File: config.mk
export PLATFORM = sky130hd
export DESIGN_NAME = imem_dmem_arbiter_flat
export DESIGN_NICKNAME = d
export VERILOG_FILES = /design/src/rtl/imem_dmem_arbiter_if.sv /design/src/rtl/imem_dmem_arbiter.sv /design/src/flat_wrapper.sv
export SDC_FILE = /design/constraint.sdc
export NUM_CORES = 1
export LEC_CHECK = 0
export CORE_AREA = 4 4 172 107
export DETAILED_ROUTE_END_ITERATION = 8
export DIE_AREA = 0 0 176 111
export PLACE_DENSITY = 0.72
export RECOVER_POWER = 100
export SYNTH_ARGS = -nofsm -noshare
export SYNTH_HDL_FRONTEND = slang
export SYNTH_SLANG_ARGS = --single-unit
File: constraint.sdc
create_clock -name clk_in -period 13.4 [get_ports clk_in]
set_input_delay 2.68 -clock clk_in [delete_from_list [all_inputs] [get_ports clk_in]]
set_output_delay 2.68 -clock clk_in [all_outputs]
set_load 0.02 [all_outputs]
File: src/rtl/imem_dmem_arbiter_if.sv
// Bundle of core-side fetch/data ports and SRAM-side ports for imem_dmem_arbiter.
// Perf counter outputs exist only when ARB_PERF_CNT_EN is defined.
interface imem_dmem_arbiter_if #(
   parameter int ADDR_W = 32
);
   logic              if_req_in;
   logic [ADDR_W-1:0] if_addr_in;
   logic [31:0]       if_data_out;
   logic              if_valid_out;
   logic              dm_req_in;
   logic              dm_wr_in;
   logic [ADDR_W-1:0] dm_addr_in;
   logic [3:0]        dm_wr_mask_in;
   logic [31:0]       dm_wdata_in;
   logic [31:0]       dm_rdata_out;
   logic              dm_valid_out;
   logic              mem_en_out;
   logic              mem_we_out;
   logic [3:0]        mem_mask_out;
   logic [ADDR_W-1:0] mem_addr_out;
   logic [31:0]       mem_wdata_out;
   logic [31:0]       mem_rdata_in;
   logic              busy_out;
`ifdef ARB_PERF_CNT_EN
   logic [31:0]       if_grant_cnt_out;
   logic [31:0]       dm_grant_cnt_out;
   logic [31:0]       conflict_cnt_out;
`endif

   modport slave (
      input  if_req_in, if_addr_in,
      input  dm_req_in, dm_wr_in, dm_addr_in, dm_wr_mask_in, dm_wdata_in,
      input  mem_rdata_in,
      output if_data_out, if_valid_out, dm_rdata_out, dm_valid_out,
      output mem_en_out, mem_we_out, mem_mask_out, mem_addr_out,
      output mem_wdata_out, busy_out
`ifdef ARB_PERF_CNT_EN
      , output if_grant_cnt_out, dm_grant_cnt_out, conflict_cnt_out
`endif
   );

   modport master (
      output if_req_in, if_addr_in,
      output dm_req_in, dm_wr_in, dm_addr_in, dm_wr_mask_in, dm_wdata_in,
      output mem_rdata_in,
      input  if_data_out, if_valid_out, dm_rdata_out, dm_valid_out,
      input  mem_en_out, mem_we_out, mem_mask_out, mem_addr_out,
      input  mem_wdata_out, busy_out
`ifdef ARB_PERF_CNT_EN
      , input if_grant_cnt_out, dm_grant_cnt_out, conflict_cnt_out
`endif
   );
endinterface

File: src/rtl/imem_dmem_arbiter.sv
// Fetch/data arbiter onto one single-port SRAM: IDLE->ISSUE->WAIT->RESP.
// Optional grant/conflict counters enabled by defining ARB_PERF_CNT_EN.
module imem_dmem_arbiter #(
   parameter int ADDR_W          = 32,
   parameter int MEM_LAT         = 1,
   parameter int MAX_DATA_STREAK = 4
) (
   input  logic clk_in,
   input  logic rst_in,
   imem_dmem_arbiter_if.slave bus
);
   typedef enum logic [1:0] {
      S_IDLE,
      S_ISSUE,
      S_WAIT,
      S_RESP
   } state_t;

   localparam logic [2:0] LAT  = 3'(MEM_LAT);
   localparam logic [3:0] MAXS = 4'(MAX_DATA_STREAK);

   state_t            r_state;
   logic              r_owner_dm;
   logic              r_is_wr;
   logic [2:0]        r_lat;
   logic [3:0]        r_streak;
   logic              r_mem_en;
   logic              r_mem_we;
   logic [3:0]        r_mem_mask;
   logic [ADDR_W-1:0] r_mem_addr;
   logic [31:0]       r_mem_wdata;
   logic [31:0]       r_if_data;
   logic              r_if_valid;
   logic [31:0]       r_dm_rdata;
   logic              r_dm_valid;

   logic              w_grant_dm;
   logic              w_grant_if;
   logic              w_conflict;
   logic [ADDR_W-1:0] w_grant_addr;

   // DM wins a conflict until it has used up its streak allowance.
   assign w_conflict   = bus.if_req_in & bus.dm_req_in;
   assign w_grant_dm   = bus.dm_req_in & ~(bus.if_req_in & (r_streak == MAXS));
   assign w_grant_if   = bus.if_req_in & ~w_grant_dm;
   assign w_grant_addr = w_grant_dm ? bus.dm_addr_in : bus.if_addr_in;

   always_ff @(posedge clk_in or posedge rst_in) begin
      if (rst_in) begin
         r_state     <= S_IDLE;
         r_owner_dm  <= 1'b0;
         r_is_wr     <= 1'b0;
         r_lat       <= '0;
         r_streak    <= '0;
         r_mem_en    <= 1'b0;
         r_mem_we    <= 1'b0;
         r_mem_mask  <= '0;
         r_mem_addr  <= '0;
         r_mem_wdata <= '0;
         r_if_data   <= '0;
         r_if_valid  <= 1'b0;
         r_dm_rdata  <= '0;
         r_dm_valid  <= 1'b0;
      end else begin
         r_if_valid <= 1'b0;
         r_dm_valid <= 1'b0;
         unique case (r_state)
            S_IDLE: begin
               if (w_grant_dm) begin
                  r_owner_dm  <= 1'b1;
                  r_is_wr     <= bus.dm_wr_in;
                  r_mem_en    <= 1'b1;
                  r_mem_we    <= bus.dm_wr_in;
                  r_mem_mask  <= bus.dm_wr_mask_in;
                  r_mem_addr  <= w_grant_addr;
                  r_mem_wdata <= bus.dm_wdata_in;
                  r_streak    <= (r_streak == MAXS) ? MAXS : r_streak + 4'd1;
                  r_state     <= S_ISSUE;
               end else if (w_grant_if) begin
                  r_owner_dm  <= 1'b0;
                  r_is_wr     <= 1'b0;
                  r_mem_en    <= 1'b1;
                  r_mem_we    <= 1'b0;
                  r_mem_mask  <= '0;
                  r_mem_addr  <= w_grant_addr;
                  r_mem_wdata <= '0;
                  r_streak    <= '0;
                  r_state     <= S_ISSUE;
               end else begin
                  r_streak <= '0;
               end
            end
            S_ISSUE: begin
               r_mem_en <= 1'b0;
               r_mem_we <= 1'b0;
               r_lat    <= 3'd1;
               r_state  <= S_WAIT;
            end
            S_WAIT: begin
               if (r_lat == LAT) begin
                  if (r_owner_dm) begin
                     if (!r_is_wr) r_dm_rdata <= bus.mem_rdata_in;
                     r_dm_valid <= 1'b1;
                  end else begin
                     r_if_data  <= bus.mem_rdata_in;
                     r_if_valid <= 1'b1;
                  end
                  r_state <= S_RESP;
               end else begin
                  r_lat <= r_lat + 3'd1;
               end
            end
            S_RESP: begin
               r_state <= S_IDLE;
            end
         endcase
      end
   end

`ifdef ARB_PERF_CNT_EN
   logic [31:0] r_if_cnt;
   logic [31:0] r_dm_cnt;
   logic [31:0] r_cf_cnt;
   logic        w_idle;

   assign w_idle = (r_state == S_IDLE);

   always_ff @(posedge clk_in or posedge rst_in) begin
      if (rst_in) begin
         r_if_cnt <= '0;
         r_dm_cnt <= '0;
         r_cf_cnt <= '0;
      end else if (w_idle) begin
         if (w_grant_if) r_if_cnt <= r_if_cnt + 32'd1;
         if (w_grant_dm) r_dm_cnt <= r_dm_cnt + 32'd1;
         if (w_conflict) r_cf_cnt <= r_cf_cnt + 32'd1;
      end
   end

   assign bus.if_grant_cnt_out = r_if_cnt;
   assign bus.dm_grant_cnt_out = r_dm_cnt;
   assign bus.conflict_cnt_out = r_cf_cnt;
`else
   logic w_unused;
   assign w_unused = w_conflict;
`endif

   assign bus.mem_en_out    = r_mem_en;
   assign bus.mem_we_out    = r_mem_we;
   assign bus.mem_mask_out  = r_mem_mask;
   assign bus.mem_addr_out  = r_mem_addr;
   assign bus.mem_wdata_out = r_mem_wdata;
   assign bus.if_data_out   = r_if_data;
   assign bus.if_valid_out  = r_if_valid;
   assign bus.dm_rdata_out  = r_dm_rdata;
   assign bus.dm_valid_out  = r_dm_valid;
   assign bus.busy_out      = (r_state != S_IDLE);
endmodule

File: src/flat_wrapper.sv
// flat-port wrapper written by rule: the top's interface ports become plain ports
module imem_dmem_arbiter_flat 
#(
   parameter int ADDR_W          = 32,
   parameter int MEM_LAT         = 1,
   parameter int MAX_DATA_STREAK = 4
)
  (clk_in, rst_in, bus_if_req_in, bus_if_addr_in, bus_dm_req_in, bus_dm_wr_in, bus_dm_addr_in, bus_dm_wr_mask_in, bus_dm_wdata_in, bus_mem_rdata_in, bus_if_data_out, bus_if_valid_out, bus_dm_rdata_out, bus_dm_valid_out, bus_mem_en_out, bus_mem_we_out, bus_mem_mask_out, bus_mem_addr_out, bus_mem_wdata_out, bus_busy_out);
  imem_dmem_arbiter_if #(.ADDR_W(ADDR_W)) bus_i ();
  input  logic clk_in;
  input  logic rst_in;
  input wire logic [$bits(bus_i.if_req_in)-1:0] bus_if_req_in;
  input wire logic [$bits(bus_i.if_addr_in)-1:0] bus_if_addr_in;
  input wire logic [$bits(bus_i.dm_req_in)-1:0] bus_dm_req_in;
  input wire logic [$bits(bus_i.dm_wr_in)-1:0] bus_dm_wr_in;
  input wire logic [$bits(bus_i.dm_addr_in)-1:0] bus_dm_addr_in;
  input wire logic [$bits(bus_i.dm_wr_mask_in)-1:0] bus_dm_wr_mask_in;
  input wire logic [$bits(bus_i.dm_wdata_in)-1:0] bus_dm_wdata_in;
  input wire logic [$bits(bus_i.mem_rdata_in)-1:0] bus_mem_rdata_in;
  output wire logic [$bits(bus_i.if_data_out)-1:0] bus_if_data_out;
  output wire logic [$bits(bus_i.if_valid_out)-1:0] bus_if_valid_out;
  output wire logic [$bits(bus_i.dm_rdata_out)-1:0] bus_dm_rdata_out;
  output wire logic [$bits(bus_i.dm_valid_out)-1:0] bus_dm_valid_out;
  output wire logic [$bits(bus_i.mem_en_out)-1:0] bus_mem_en_out;
  output wire logic [$bits(bus_i.mem_we_out)-1:0] bus_mem_we_out;
  output wire logic [$bits(bus_i.mem_mask_out)-1:0] bus_mem_mask_out;
  output wire logic [$bits(bus_i.mem_addr_out)-1:0] bus_mem_addr_out;
  output wire logic [$bits(bus_i.mem_wdata_out)-1:0] bus_mem_wdata_out;
  output wire logic [$bits(bus_i.busy_out)-1:0] bus_busy_out;
  assign bus_i.if_req_in = bus_if_req_in;
  assign bus_i.if_addr_in = bus_if_addr_in;
  assign bus_i.dm_req_in = bus_dm_req_in;
  assign bus_i.dm_wr_in = bus_dm_wr_in;
  assign bus_i.dm_addr_in = bus_dm_addr_in;
  assign bus_i.dm_wr_mask_in = bus_dm_wr_mask_in;
  assign bus_i.dm_wdata_in = bus_dm_wdata_in;
  assign bus_i.mem_rdata_in = bus_mem_rdata_in;
  assign bus_if_data_out = bus_i.if_data_out;
  assign bus_if_valid_out = bus_i.if_valid_out;
  assign bus_dm_rdata_out = bus_i.dm_rdata_out;
  assign bus_dm_valid_out = bus_i.dm_valid_out;
  assign bus_mem_en_out = bus_i.mem_en_out;
  assign bus_mem_we_out = bus_i.mem_we_out;
  assign bus_mem_mask_out = bus_i.mem_mask_out;
  assign bus_mem_addr_out = bus_i.mem_addr_out;
  assign bus_mem_wdata_out = bus_i.mem_wdata_out;
  assign bus_busy_out = bus_i.busy_out;
  imem_dmem_arbiter #(.ADDR_W(ADDR_W), .MEM_LAT(MEM_LAT), .MAX_DATA_STREAK(MAX_DATA_STREAK)) u_core (.clk_in(clk_in), .rst_in(rst_in), .bus(bus_i));
endmodule
==> flow_summary.toml <==
[clock_tree]
htreeDepth = 4
clock_path_buffers = 2
clkSlewWorstSetupHoldPaths_ns = 0.06
cts.sinks = 147
hold_buffers = 0
cts_root_buf = "clkbuf_16"
tritoncts = "done"
numCtsBuffers = 17
post_cts_buffers = 0
clkLatencyLatePin_ns = 0.41
post_cts_resized = 0

[logic_synthesis]
synth_cell_type_count = 38
synthTopCellsByArea = "dfrtp_1 (60%), mux2_2 (8.4%), a22o_1 (5.6%)"
netlist.area_leader.share_pct = 59.9
async_reset_ff_share_pct = 100
mappedNetlistArea_um2 = 6140
synth_edf_count = 0
syn_inst = 473
synth_flop_cell = "dfrtp_1"
ys_ff_latch = 147
synth-seq-area-share_pct = 59.9
synth_nets = 618
netlist_top_cells_count = "dfrtp_1 (147), nand2_1 (69), mux2_2 (46)"
yosysMostFrequentCell = "dfrtp_1"
syn_avg_cell_area_um2 = 13.0
yosysWarnings = 0
synth_area_leader_cell = "dfrtp_1"

[die]
die_w_um = 176
die_area_um2 = 19500
pin_count = 274
fp.coreArea_um2 = 16900
start_util_pct = 36.4
die_y_um = 111
rows = 37

[timing]
max_clock_freq_ghz = 0.139
slew_violations = 218
period_minus_slack_ns = 7.21
hold_viol_final = 0
skew_ns = 0.0105
finalSetupViolCount = 0
tightest_slew_ns = 3.37
worst_slack_ns = 6.19
worst_hold_slack_ns = 0.492
max_slew_margin_pct = -126
tns_ns = 0
fin_crit_sh_pct = 53.8
rsz0062_at_grt = "false"

[worst_setup_path]
cp.depth = 6
crit_path_end_kind = "register"
crit_chain = "dlygate4sd3_1 -> clkbuf_1 -> o21ai_0 -> clkbuf_1 -> nand2_1 -> o211ai_1"
cpMaxStageDelayCell = "clkbuf_1"
r2r_slack_ns = 9.48
arrival_ns = 7.52
cp_common_cell = "clkbuf_1"
required_ns = 13.71
r2r_cells = 7
cp_top_family = "buffers and inverters"
critical_path_class = "input port to register"
critPathLaunchType = "input port"
crit_fanout = 63
critPathMaxStageDelay_ns = 2.02
crit_buf_inv = 3

[cells_and_area]
n_antenna_cell = 0
nets = 879
final_cells = 981
post_route_cells_drive_above_1_share_pct = 14.1
syn_to_final_growth_pct = 55.9

[place]
post-place-cells = 949
hpwlAfterDp_um = 12300
place_congestion = 0.814
dp_slack_ns = 7.93
portBuffers = 273

[detailed_routing]
drt_iter0_markers = 228
drt-pass1-iter-count = 4
vias = 4875
ant_nets = 0
vias_per_cell = 4.97
wire_per_inst_um = 17.7
drc_errors = 0
wl_um = 17400

[global_routing]
grt_pass1_wl_um = 28000
track_usage_pct = 17.7
grt_max_degree = 78
grt_pass1_vias = 5054
antenna_found_initial = 0
gr-total-overflow = 0

[power_and_ir_drop]
power_density_nw_per_um2 = 246
power_leakage_nw = 4.16
ir_drop_mv = 0.126

[job]
cap_violations = 4

[hold_path]
min_path_cells = 2
hp-class = "register to register"

[run_status]
status = "finished with violations"
violations = "capacitance limit, slew limit"
routing by layer:
layer	vias to the layer above	track usage (%)	wire [µm]
li1	2246	-	-
met1	2412	23.9	7550
met2	199	28.2	8310
met3	18	5.28	1310
met5	-	0	0
met4	0	4.41	214
worst paths after layout:
| check | from | to |
|---|---|---|
| worst min-delay path | u_core.bus.mem_addr_out[9]$_DFFE_PP0P_ | u_core.bus.mem_addr_out[9]$_DFFE_PP0P_ |
| worst min register to register | u_core.bus.mem_addr_out[9]$_DFFE_PP0P_ | u_core.bus.mem_addr_out[9]$_DFFE_PP0P_ |
| max in group asynchronous | rst_in | u_core.bus.mem_wdata_out[10]$_DFFE_PP0P_ |
| worst max-delay path | bus_dm_req_in | u_core.bus.mem_addr_out[25]$_DFFE_PP0P_ |
| min in group asynchronous | rst_in | u_core.bus.dm_rdata_out[14]$_DFFE_PP0P_ |
| worst max register to register | u_core.r_state[0]$_DFFE_PP0P_ | u_core.bus.mem_addr_out[25]$_DFFE_PP0P_ |
logic make-up (layout without fill, tap and decap cells):
| group | Yosys count | count (layout) | share of synthesized area [%] |
|---|---|---|---|
| AO/OA/AOI/OAI | 87 | 87 | 11.4 |
| AND/OR/NAND/NOR | 117 | 117 | 9.58 |
| XOR/XNOR | 1 | 1 | 0.143 |
| buffers and inverters | 46 | 320 | 3.87 |
| flip-flops | 147 | 147 | 59.9 |
| adder cells (fa/ha/maj) | 8 | 8 | 1.63 |
| multiplexers | 67 | 67 | 13.5 |
sequential cells by signal (all words and copies together), names as in the netlist:
name / cells
u_core.bus.dm_valid_out: 1
u_core.r_lat: 3
u_core.bus.mem_addr_out: 32
u_core.r_owner_dm: 1
u_core.r_streak: 4
u_core.r_state: 2
u_core.bus.if_data_out: 32
u_core.bus.mem_mask_out: 4
u_core.r_is_wr: 1
u_core.bus.dm_rdata_out: 32
u_core.bus.mem_we_out: 1
u_core.bus.mem_en_out: 1
u_core.bus.if_valid_out: 1
u_core.bus.mem_wdata_out: 32
cell usage in the layout (no fill, tap or decap), types with 2 or more instances in the layout:
cell type | netlist | routed
a21o_1 | 2 | 2
a21oi_1 | 3 | 3
a22o_1 | 39 | 39
buf_4 | 3 | 3
clkbuf_1 | 22 | 4
clkbuf_16 | 0 | 17
clkdlybuf4s50_1 | 0 | 102
clkinv_4 | 0 | 3
clkinvlp_4 | 0 | 3
dfrtp_1 | 147 | 147
dlygate4sd3_1 | 0 | 171
ha_1 | 8 | 8
inv_1 | 8 | 7
inv_6 | 0 | 6
mux2_1 | 0 | 2
mux2_2 | 46 | 44
mux2_4 | 20 | 20
nand2_1 | 69 | 70
nand4_1 | 33 | 33
nor2_1 | 2 | 2
nor2b_1 | 2 | 2
nor3_1 | 2 | 2
nor3b_1 | 2 | 2
o211ai_1 | 33 | 33
o21ai_0 | 1 | 2
tightest hold or removal path, stage by stage, from the launching register on:
cell,delay (ns)
dfrtp_1,0.34
nand2_1,0.05
o211ai_1,0.07
area by class of cell:
type | instances | area (µm²)
fill | 1360 | 7280
multi-input combinational | 280 | 2220
tap | 234 | 293
inverter | 8 | 31.3
clock buffer | 18 | 439
clock inverter | 14 | 143
timing repair buffer | 280 | 2770
sequential | 147 | 3680
stage by stage:
step / utilization, % / cell area (µm²) / power, mW
after floorplan: - / 6140 / 1.44
after global placement: 53.6 / 9030 / 1.96
after detailed placement: 53.6 / 9030 / 2.00
after CTS: 57.1 / 9610 / 2.48
after global routing: 56.8 / 9570 / 2.50
final: 56.8 / 9570 / 2.36
where the power goes:
part	internal [mW]	switching, mW	total [mW]
combinational	0.539	0.585	1.12
clock	0.266	0.196	0.463
sequential	0.655	0.115	0.771
total	1.46	0.897	2.36
Power figures use the tool's default switching activity.
